### src/rtl/thermo_pkg.sv
// Shared definitions for the thermometer-frame path: defaults, state encoding and
// the legality/popcount helpers also reused by the upstream pattern-memory checker.
package thermo_pkg;

    localparam int WIDTH_DEF    = 8;
    localparam int CODE_W_DEF   = 3;
    localparam int THERMO_MAX_W = 64;
    localparam int THERMO_POP_W = 7;

    typedef enum logic [0:0] {
        IDLE = 1'b0,
        RECV = 1'b1
    } thermo_state_e;

    localparam logic [0:0] ST_IDLE = 1'b0;
    localparam logic [0:0] ST_RECV = 1'b1;

    // Callers zero-extend narrower words; the extra carry bit keeps all-ones legal.
    function automatic logic thermo_is_legal(input logic [THERMO_MAX_W-1:0] w);
        logic [THERMO_MAX_W:0] inc;
        inc = {1'b0, w} + {{THERMO_MAX_W{1'b0}}, 1'b1};
        return (w != {THERMO_MAX_W{1'b0}}) && (({1'b0, w} & inc) == {(THERMO_MAX_W+1){1'b0}});
    endfunction

    function automatic logic [THERMO_POP_W-1:0] thermo_popcount(input logic [THERMO_MAX_W-1:0] w);
        logic [THERMO_POP_W-1:0] cnt;
        cnt = {THERMO_POP_W{1'b0}};
        for (int i = 0; i < THERMO_MAX_W; i++) begin
            cnt = cnt + {{(THERMO_POP_W-1){1'b0}}, w[i]};
        end
        return cnt;
    endfunction

endpackage

### src/rtl/thermo_decode.sv
// Combinational thermometer word -> {code, err} decoder.
module thermo_decode
    import thermo_pkg::*;
#(
    parameter int WIDTH  = WIDTH_DEF,
    parameter int CODE_W = CODE_W_DEF
) (
    input  logic [WIDTH-1:0]  word,
    output logic [CODE_W-1:0] code,
    output logic              err
);

    logic [THERMO_POP_W-1:0] pop_s;
    logic                    legal_s;

    // Illegal words report code 0 so downstream never sees a stale-looking value.
    always_comb begin
        pop_s   = thermo_popcount(THERMO_MAX_W'(word));
        legal_s = thermo_is_legal(THERMO_MAX_W'(word));
        if (legal_s) begin
            code = CODE_W'(pop_s - {{(THERMO_POP_W-1){1'b0}}, 1'b1});
            err  = 1'b0;
        end else begin
            code = {CODE_W{1'b0}};
            err  = 1'b1;
        end
    end

endmodule

### src/rtl/thermo_frame_rx.sv
// Serial thermometer-frame receiver with a one-entry valid/ack output buffer.
// Optional CHG output (code-change pulse) is enabled by defining THERMO_RX_CHANGE_EN.
module thermo_frame_rx
    import thermo_pkg::*;
#(
    parameter int WIDTH  = WIDTH_DEF,
    parameter int CODE_W = CODE_W_DEF
) (
    input  logic              CLK,
    input  logic              CLEAR_N,
    input  logic              SYNC,
    input  logic              DIN,
    input  logic              ACK,
    output logic              VALID,
    output logic [WIDTH-1:0]  WORD,
    output logic [CODE_W-1:0] CODE,
    output logic              ERR,
    output logic              OVERRUN
`ifdef THERMO_RX_CHANGE_EN
    ,
    output logic              CHG
`endif
);

    logic [0:0]        state_q, state_d;
    logic [CODE_W-1:0] cnt_q, cnt_d;
    logic [WIDTH-1:0]  shift_q, shift_d;
    logic [WIDTH-1:0]  frame_word_s;
    logic              frame_done_s;
    logic [CODE_W-1:0] dec_code_s;
    logic              dec_err_s;

    logic              valid_q, valid_d;
    logic [WIDTH-1:0]  word_q, word_d;
    logic [CODE_W-1:0] code_q, code_d;
    logic              err_q, err_d;
    logic              overrun_q, overrun_d;
`ifdef THERMO_RX_CHANGE_EN
    logic              chg_q, chg_d;
    logic [CODE_W-1:0] last_code_q, last_code_d;
    logic              have_legal_q, have_legal_d;
`endif

    thermo_decode #(
        .WIDTH  (WIDTH),
        .CODE_W (CODE_W)
    ) u_decode (
        .word (frame_word_s),
        .code (dec_code_s),
        .err  (dec_err_s)
    );

    // Frame assembly; SYNC always restarts at bit 0 and outranks completion.
    always_comb begin
        state_d       = state_q;
        cnt_d         = cnt_q;
        shift_d       = shift_q;
        frame_done_s  = 1'b0;
        frame_word_s  = shift_q;
        frame_word_s[cnt_q] = DIN;
        if (SYNC) begin
            state_d = ST_RECV;
            cnt_d   = {{(CODE_W-1){1'b0}}, 1'b1};
            shift_d = {{(WIDTH-1){1'b0}}, DIN};
        end else if (state_q == ST_RECV) begin
            shift_d = frame_word_s;
            if (cnt_q == CODE_W'(WIDTH-1)) begin
                frame_done_s = 1'b1;
                state_d      = ST_IDLE;
                cnt_d        = {CODE_W{1'b0}};
            end else begin
                cnt_d = cnt_q + {{(CODE_W-1){1'b0}}, 1'b1};
            end
        end else begin
            state_d = ST_IDLE;
        end
    end

    // Output buffer: fill on completion, drain on ACK, drop and flag when full.
    always_comb begin
        valid_d      = valid_q;
        word_d       = word_q;
        code_d       = code_q;
        err_d        = err_q;
        overrun_d    = overrun_q;
`ifdef THERMO_RX_CHANGE_EN
        chg_d        = 1'b0;
        last_code_d  = last_code_q;
        have_legal_d = have_legal_q;
`endif
        if (frame_done_s) begin
            if (!valid_q || ACK) begin
                valid_d = 1'b1;
                word_d  = frame_word_s;
                code_d  = dec_code_s;
                err_d   = dec_err_s;
`ifdef THERMO_RX_CHANGE_EN
                if (!dec_err_s) begin
                    chg_d        = !have_legal_q || (dec_code_s != last_code_q);
                    last_code_d  = dec_code_s;
                    have_legal_d = 1'b1;
                end else begin
                    chg_d = 1'b0;
                end
`endif
            end else begin
                overrun_d = 1'b1;
            end
        end else if (valid_q && ACK) begin
            valid_d = 1'b0;
        end else begin
            valid_d = valid_q;
        end
    end

    // State and output registers.
    always_ff @(posedge CLK or negedge CLEAR_N) begin
        if (!CLEAR_N) begin
            state_q      <= ST_IDLE;
            cnt_q        <= {CODE_W{1'b0}};
            shift_q      <= {WIDTH{1'b0}};
            valid_q      <= 1'b0;
            word_q       <= {WIDTH{1'b0}};
            code_q       <= {CODE_W{1'b0}};
            err_q        <= 1'b0;
            overrun_q    <= 1'b0;
`ifdef THERMO_RX_CHANGE_EN
            chg_q        <= 1'b0;
            last_code_q  <= {CODE_W{1'b0}};
            have_legal_q <= 1'b0;
`endif
        end else begin
            state_q      <= state_d;
            cnt_q        <= cnt_d;
            shift_q      <= shift_d;
            valid_q      <= valid_d;
            word_q       <= word_d;
            code_q       <= code_d;
            err_q        <= err_d;
            overrun_q    <= overrun_d;
`ifdef THERMO_RX_CHANGE_EN
            chg_q        <= chg_d;
            last_code_q  <= last_code_d;
            have_legal_q <= have_legal_d;
`endif
        end
    end

    assign VALID   = valid_q;
    assign WORD    = word_q;
    assign CODE    = code_q;
    assign ERR     = err_q;
    assign OVERRUN = overrun_q;
`ifdef THERMO_RX_CHANGE_EN
    assign CHG     = chg_q;
`endif

endmodule

### config.mk
export PLATFORM = sky130hd
export DESIGN_NAME = thermo_frame_rx
export DESIGN_NICKNAME = d
export VERILOG_FILES = /design/src/rtl/thermo_pkg.sv /design/src/rtl/thermo_decode.sv /design/src/rtl/thermo_frame_rx.sv
export SDC_FILE = /design/constraint.sdc
export NUM_CORES = 1
export LEC_CHECK = 0
export CAP_MARGIN = 20
export CELL_PAD_IN_SITES_DETAIL_PLACEMENT = 0
export CELL_PAD_IN_SITES_GLOBAL_PLACEMENT = 1
export CORE_ASPECT_RATIO = 1.5
export CORE_UTILIZATION = 40
export DETAILED_ROUTE_END_ITERATION = 10
export GPL_ROUTABILITY_DRIVEN = 0
export PLACE_DENSITY_LB_ADDON = 0.1
export SKIP_CTS_REPAIR_TIMING = 1
export SYNTH_ARGS = -nofsm -noshare
export SYNTH_HDL_FRONTEND = slang
export SYNTH_SLANG_ARGS = --single-unit
### constraint.sdc
create_clock -name CLK -period 5.9 [get_ports CLK]
set_input_delay 1.77 -clock CLK [delete_from_list [all_inputs] [get_ports CLK]]
set_output_delay 1.77 -clock CLK [all_outputs]
set_load 0.005 [all_outputs]
==> results of run 1 <==
-- cell usage after synthesis (2+ instances only) --
cell / instances
o211ai_1: 2
mux2_2: 4
a211oi_1: 7
nand2b_1: 3
o31ai_1: 3
fa_1: 3
nand3b_2: 2
nor3b_1: 3
buf_2: 2
mux2i_2: 2
a31oi_1: 3
nand3_1: 2
mux2i_1: 3
clkbuf_1: 4
nand3b_1: 2
nor3_1: 2
ha_1: 9
a2bb2oi_1: 2
inv_1: 15
nand2_1: 13
o21ai_0: 9
a21oi_1: 4
nor2_1: 10
dfrtp_1: 26
-- routing by layer --
metal  GRT usage [%]  vias to the layer above  part of all wire (%)
li1                -                      546                     -
met1            23.1                      550                    44
met2            30.8                       15                    53
met3            2.75                        2                   2.3
met4            6.84                        0                  0.76
met5               0                        -                     0
-- registers in the layout (all words and copies together) (netlist names) --
register,flops
VALID,1
WORD,8
state_q,1
cnt_q,3
shift_q,8
OVERRUN,1
ERR,1
CODE,3
-- cell families (layout without fill, tap and decap cells) --
logic type / after synthesis / in the layout / synth area share [%]
flip-flops: 26 / 26 / 42.8
AND/OR/NAND/NOR: 41 / 41 / 14.0
AO/OA/AOI/OAI: 35 / 35 / 15.3
multiplexers: 10 / 10 / 8.24
adder cells (fa/ha/maj): 12 / 12 / 11.4
buffers and inverters: 25 / 40 / 7.08
XOR/XNOR: 2 / 2 / 1.15
-- final cells by class --
type	instances	share of cell area (%)
inverters	16	3.35
repair buffers	20	10.9
flip-flops and latches	26	36.3
clock buffers	3	2.30
clock inverters	1	1.68
well taps	43	3.00
multi-input cells	100	42.5
-- worst min-delay path: stages (launching register included) --
cell and delay [ns]:
dfrtp_1 0.36, nand2_1 0.05, o31ai_1 0.05
-- final timing paths --
path                                 startpoint              endpoint  slack, ns  depth (start not counted)
max reg2reg                cnt_q[0]$_DFFE_PN0P_   CODE[1]$_DFFE_PN0P_       1.97                         12
min                         CODE[2]$_DFFE_PN0P_   CODE[2]$_DFFE_PN0P_       0.49                          2
min in group asynchronous               CLEAR_N  cnt_q[1]$_DFFE_PN0P_       1.85                          2
max                                         DIN   CODE[1]$_DFFE_PN0P_       1.00                         12
max in group asynchronous               CLEAR_N   CODE[1]$_DFFE_PN0P_       3.77                          2
min reg2reg                 CODE[2]$_DFFE_PN0P_   CODE[2]$_DFFE_PN0P_       0.49                          2
-- power breakdown --
group	internal (mW)	switching, mW
clock	0.0908	0.0597
sequential	0.212	0.0409
combinational	0.129	0.117
==> metrics.md, run 1 <==
| Metric | Value |
|---|---|
| Status | completed |
| Fin. Hold Viols | 0 |
| Commonest cells after routing, fill and taps aside | 26 x dfrtp_1, 18 x clkdlybuf4s50_1, 15 x inv_1 |
| CTS max path bufs | 2 |
| Diode count | 0 |
| Core area | 3650 um2 |
| Synth Net Count | about 170 |
| Crit end category | register |
| Drt wl/cell | roughly 16 um |
| Final period utilization | 83.0% |
| 1st-pass router iterations | 4 |
| Final non-filler cell area | around 1800 um2 |
| DP HPWL | about 2400 um |
| Die W | about 52 um |
| Share of layout cells above drive strength 1 | between 10% and 20% |
| TritonCTS clock tree | done |
| Crit path max fanout | 4 |
| Leakage Power | around 0.83 nW |
| Arr. time, crit path | about 5.1 ns |
| Final Max Tran Viols | 0 |
| Max Clk Rate | 0.204 GHz |
| Placement Setup Slack | between 0.7 and 0.8 ns |
| Die ar. | 4050 um2 |
| Die H | slightly below 80 um |
| Root buf cell | clkbuf_8 |
| Setup-failing EPs final | 0 |
| Area Growth Syn to Fin | 18.0% |
| Largest net degree at the start of global routing | 27 |
| Pwr Total | around 0.65 mW |
| Final ANT Viol Nets | 0 |
| Required time of the worst setup path | about 6 ns |
| Worst-Skew Late Latency | 0.28 ns |
| Final core occ | around half |
| Clock skew | 0.0155 ns |
| Share of the synthesized area in the top cell type | a little over two fifths |
| Seq/Total Area, Yosys | 42.8% |
| Vias per cell | 5.33 |
| Register area | 651 um2 |
| Hold_ws | 0.488 ns |
| IO Port Bufs | 18 |
| Initial antenna violation count | 0 |
| Cells after synthesis | roughly 150 |
| Commonest non-fill, non-tap cell in the layout | dfrtp_1 |
| Final nets | 184 |
| Placed insts | around 200 |
| Routed vias | roughly 1100 |
| Slowest stage delay, CP | 0.50 ns |
| Hold Crit Class | reg2reg |
| Area occupied by multi-input gates | roughly 760 um2 |
| CP top delay family | adder cells |
| CP bufs+invs | 4 |
| Crit-path cells | clkdlybuf4s50_1, mux2_2, ha_1, inv_1, ha_1, fa_1, fa_1, inv_1, ha_1, fa_1, inv_1, o31ai_1 |
| FF+latch count, synth | 26 |
| Vias in the first global route | ~1100 |
| Setup_tns | 0 ns |
| Fin crit period | 4.90 ns |
| Top_reg_cell synth | dfrtp_1 |
| Max-cap violations | 0 |
| Post-Layout Cell Count | ~210 |
| Max-slew headroom | between 50% and 60% |
| Mapped Area | roughly 1500 um2 |
| CTS Sinks | 26 |
| Final worst slack | 1.00 ns |
| Initial Util | around two fifths |
| Placed inst area | about 1700 um2 |
| Pwr dens | ~360 nW/um2 |
| Gr usage total | between 10% and 20% |
| Critical Path Slowest Stage Cell | fa_1 |
| EDFF count, synth | 0 |
| Fillers | 363 |
| RSZ-0062 raised after global routing | false |
| Total wire length | roughly 3300 um |
| H-tree depth | 1 |
| Post-route DRC | 0 |
| Max IR drop VDD | ~0.20 mV |
| Mean post-synth cell area | roughly 10 um2 |
| Async SR Flop Fraction | 100% |
| Cell taking the most area after synthesis | dfrtp_1 |
| Clock slew at reported path FFs | approximately 0.09 ns |
| WS Path Type | in2reg |
| Ranking of synthesized cells by area | dfrtp_1 43%, ha_1 7.4%, fa_1 4.0% |
| DR iter-0 viols | 21 |
| Global-route wire length before repair | 5580 um |
| I/O pin cnt | 19 |
| Num rows | 27 |
| Cell variety after synth | 40 |
| Nature of the critical path startpoint | primary input |
| YS warnings | 0 |
| Worst-margin pin slew | roughly 0.71 ns |
| Global-route congestion overflow total | 0 |
| CTS buffer count | 3 |
No activity file was read; power rests on OpenSTA's default activity.
==> inputs of run 2 (changes only) <==
clock period = 4.9 ns   (was 5.9 ns; I/O delays follow)
==> run 2 against run 1 <==
  * Clock-buffer cell count unchanged
  * Highest routed layer unchanged
  * Critical path type unchanged
  * Wire length decreased by 0.15%
  * Largest cell class unchanged
  * Largest power group is now combinational cells
  * Combinational power rose by 27%
==> metrics.md, run 2 (synthesis results as in run 1) <==
| Metric | Value |
|---|---|
| RSZ-0062 raised after global routing | false |
| Required time of the worst setup path | around 5.1 ns |
| Final worst slack | slightly below 0.3 ns |
| Num rows | 27 |
| Diode count | 0 |
| 1st-pass router iterations | 4 |
| Global-route wire length before repair | 5390 um |
| DR iter-0 viols | 27 |
| CP top delay family | adder cells |
| Post-route DRC | 0 |
| Hold_ws | roughly 0.49 ns |
| Pwr dens | about 440 nW/um2 |
| I/O pin cnt | 19 |
| Placement Setup Slack | approximately 0.033 ns |
| Routed vias | 1139 |
| Arr. time, crit path | ~4.8 ns |
| Initial antenna violation count | 0 |
| CTS buffer count | 3 |
| Fillers | around 360 |
| Hold Crit Class | reg2reg |
| Final Max Tran Viols | 0 |
| Final ANT Viol Nets | 0 |
| Total wire length | 3280 um |
| Die H | 77.5 um |
| Global-route congestion overflow total | 0 |
| Slowest stage delay, CP | roughly 0.50 ns |
| Fin crit period | ~4.6 ns |
| Commonest cells after routing, fill and taps aside | 26 x dfrtp_1, 18 x clkdlybuf4s50_1, 15 x inv_1 |
| Levels on crit path | 12 |
| Crit end category | register |
| Placed insts | 210 |
| Final non-filler cell area | 1830 um2 |
| Die ar. | approximately 4000 um2 |
| Fin. Hold Viols | 0 |
| Gr usage total | 17.8% |
| Clock slew at reported path FFs | 0.10 ns |
| Worst r2r path cells | 12 |
| Nature of the critical path startpoint | primary input |
| Final nets | between 150 and 200 |
| Crit-path cells | clkdlybuf4s50_1, mux2_2, ha_1, inv_1, ha_1, fa_1, fa_1, inv_1, ha_1, fa_1, inv_1, o31ai_1 |
| Vias in the first global route | 1139 |
| Max Clk Rate | about 0.22 GHz |
| DP HPWL | ~2400 um |
| Die W | between 50 and 60 um |
| Critical Path Slowest Stage Cell | fa_1 |
| Status | completed |
| Core area | 3650 um2 |
| Max-slew headroom | 52.3% |
| CP bufs+invs | 4 |
| Post-Layout Cell Count | ~210 |
| Worst-margin pin slew | around 0.71 ns |
| Hold path depth | 2 |
| Root buf cell | clkbuf_8 |
| Initial Util | about two fifths |
| Placed inst area | ~1800 um2 |
| Max-cap violations | 0 |
| TritonCTS clock tree | done |
| Largest net degree at the start of global routing | 27 |
| Vias per cell | approximately 5.3 |
| Area Growth Syn to Fin | 20.4% |
| Max IR drop VDD | roughly 0.35 mV |
| Share of layout cells above drive strength 1 | ~13% |
| Setup_tns | 0 ns |
| H-tree depth | 1 |
| Leakage Power | 0.858 nW |
| CTS max path bufs | 2 |
| Commonest non-fill, non-tap cell in the layout | dfrtp_1 |
| Worst-Skew Late Latency | ~0.27 ns |
| Drt wl/cell | 15.3 um |
| IO Port Bufs | 18 |
| CTS Sinks | 26 |
| Setup-failing EPs final | 0 |
| Clock skew | between 0.0008 and 0.0009 ns |
| Final period utilization | between 90% and 100% |
| WS Path Type | in2reg |
| Crit path max fanout | 4 |
[run 2: worst reg2reg max path, stage by stage (launching register included)]
cell and delay [ns]:
dfrtp_1 0.67, nor3b_1 0.26, mux2_2 0.37, ha_1 0.27
inv_1 0.04, ha_1 0.27, fa_1 0.45, fa_1 0.50
inv_1 0.05, ha_1 0.18, fa_1 0.49, inv_1 0.04
o31ai_1 0.21
[run 2: area by class of cell]
| cell class | count | area (um2) | area share (%) |
|---|---|---|---|
| inverter | 16 | 60.1 | 3.28 |
| clock buffer | 3 | 41.3 | 2.26 |
| clock inverter | 1 | 30.0 | 1.64 |
| sequential | 26 | 651 | 35.6 |
| multi-input combinational | 100 | 761 | 41.6 |
| tap | 43 | 53.8 | 2.94 |
| timing repair buffer | 25 | 233 | 12.7 |
[run 2: where the power goes]
part | leakage [nW] | switching, mW | internal, mW
clock network | 0.0357 | 0.0729 | 0.109
logic | 0.481 | 0.147 | 0.166
registers | 0.341 | 0.0484 | 0.256
[run 2: path summary, 6_finish.rpt]
| path | start | end | slack [ns] |
|---|---|---|---|
| hold / removal | CODE[1]$_DFFE_PN0P_ | CODE[1]$_DFFE_PN0P_ | 0.49 |
| setup reg to reg | cnt_q[0]$_DFFE_PN0P_ | CODE[1]$_DFFE_PN0P_ | 1.01 |
| min in group asynchronous | CLEAR_N | cnt_q[0]$_DFFE_PN0P_ | 1.56 |
| max in group asynchronous | CLEAR_N | WORD[2]$_DFFE_PN0P_ | 3.08 |
| hold reg to reg | CODE[1]$_DFFE_PN0P_ | CODE[1]$_DFFE_PN0P_ | 0.49 |
| setup / recovery | DIN | CODE[1]$_DFFE_PN0P_ | 0.29 |
[run 2: through the flow]
stage / total power [mW] / utilization, %
2_1_floorplan: 0.499 / -
3_3_place_gp: 0.617 / 48.2
3_5_place_dp: 0.623 / 48.2
4_1_cts: 0.811 / 50.1
5_1_grt: 0.860 / 50.1
6_report: 0.800 / 50.1
[run 2: layer usage]
metal	global-route usage [%]	vias up	share of wire, %
met5	0	-	0
met4	6.32	0	0.76
met3	2.35	2	2.3
met1	21.8	565	43
li1	-	557	-
met2	30.8	15	54
==> inputs of run 3 (changes only) <==
SLEW_MARGIN = 20   (was unset)
==> results of run 3 <==
No change in the layout: final DEF, timing and power equal those of run 2.
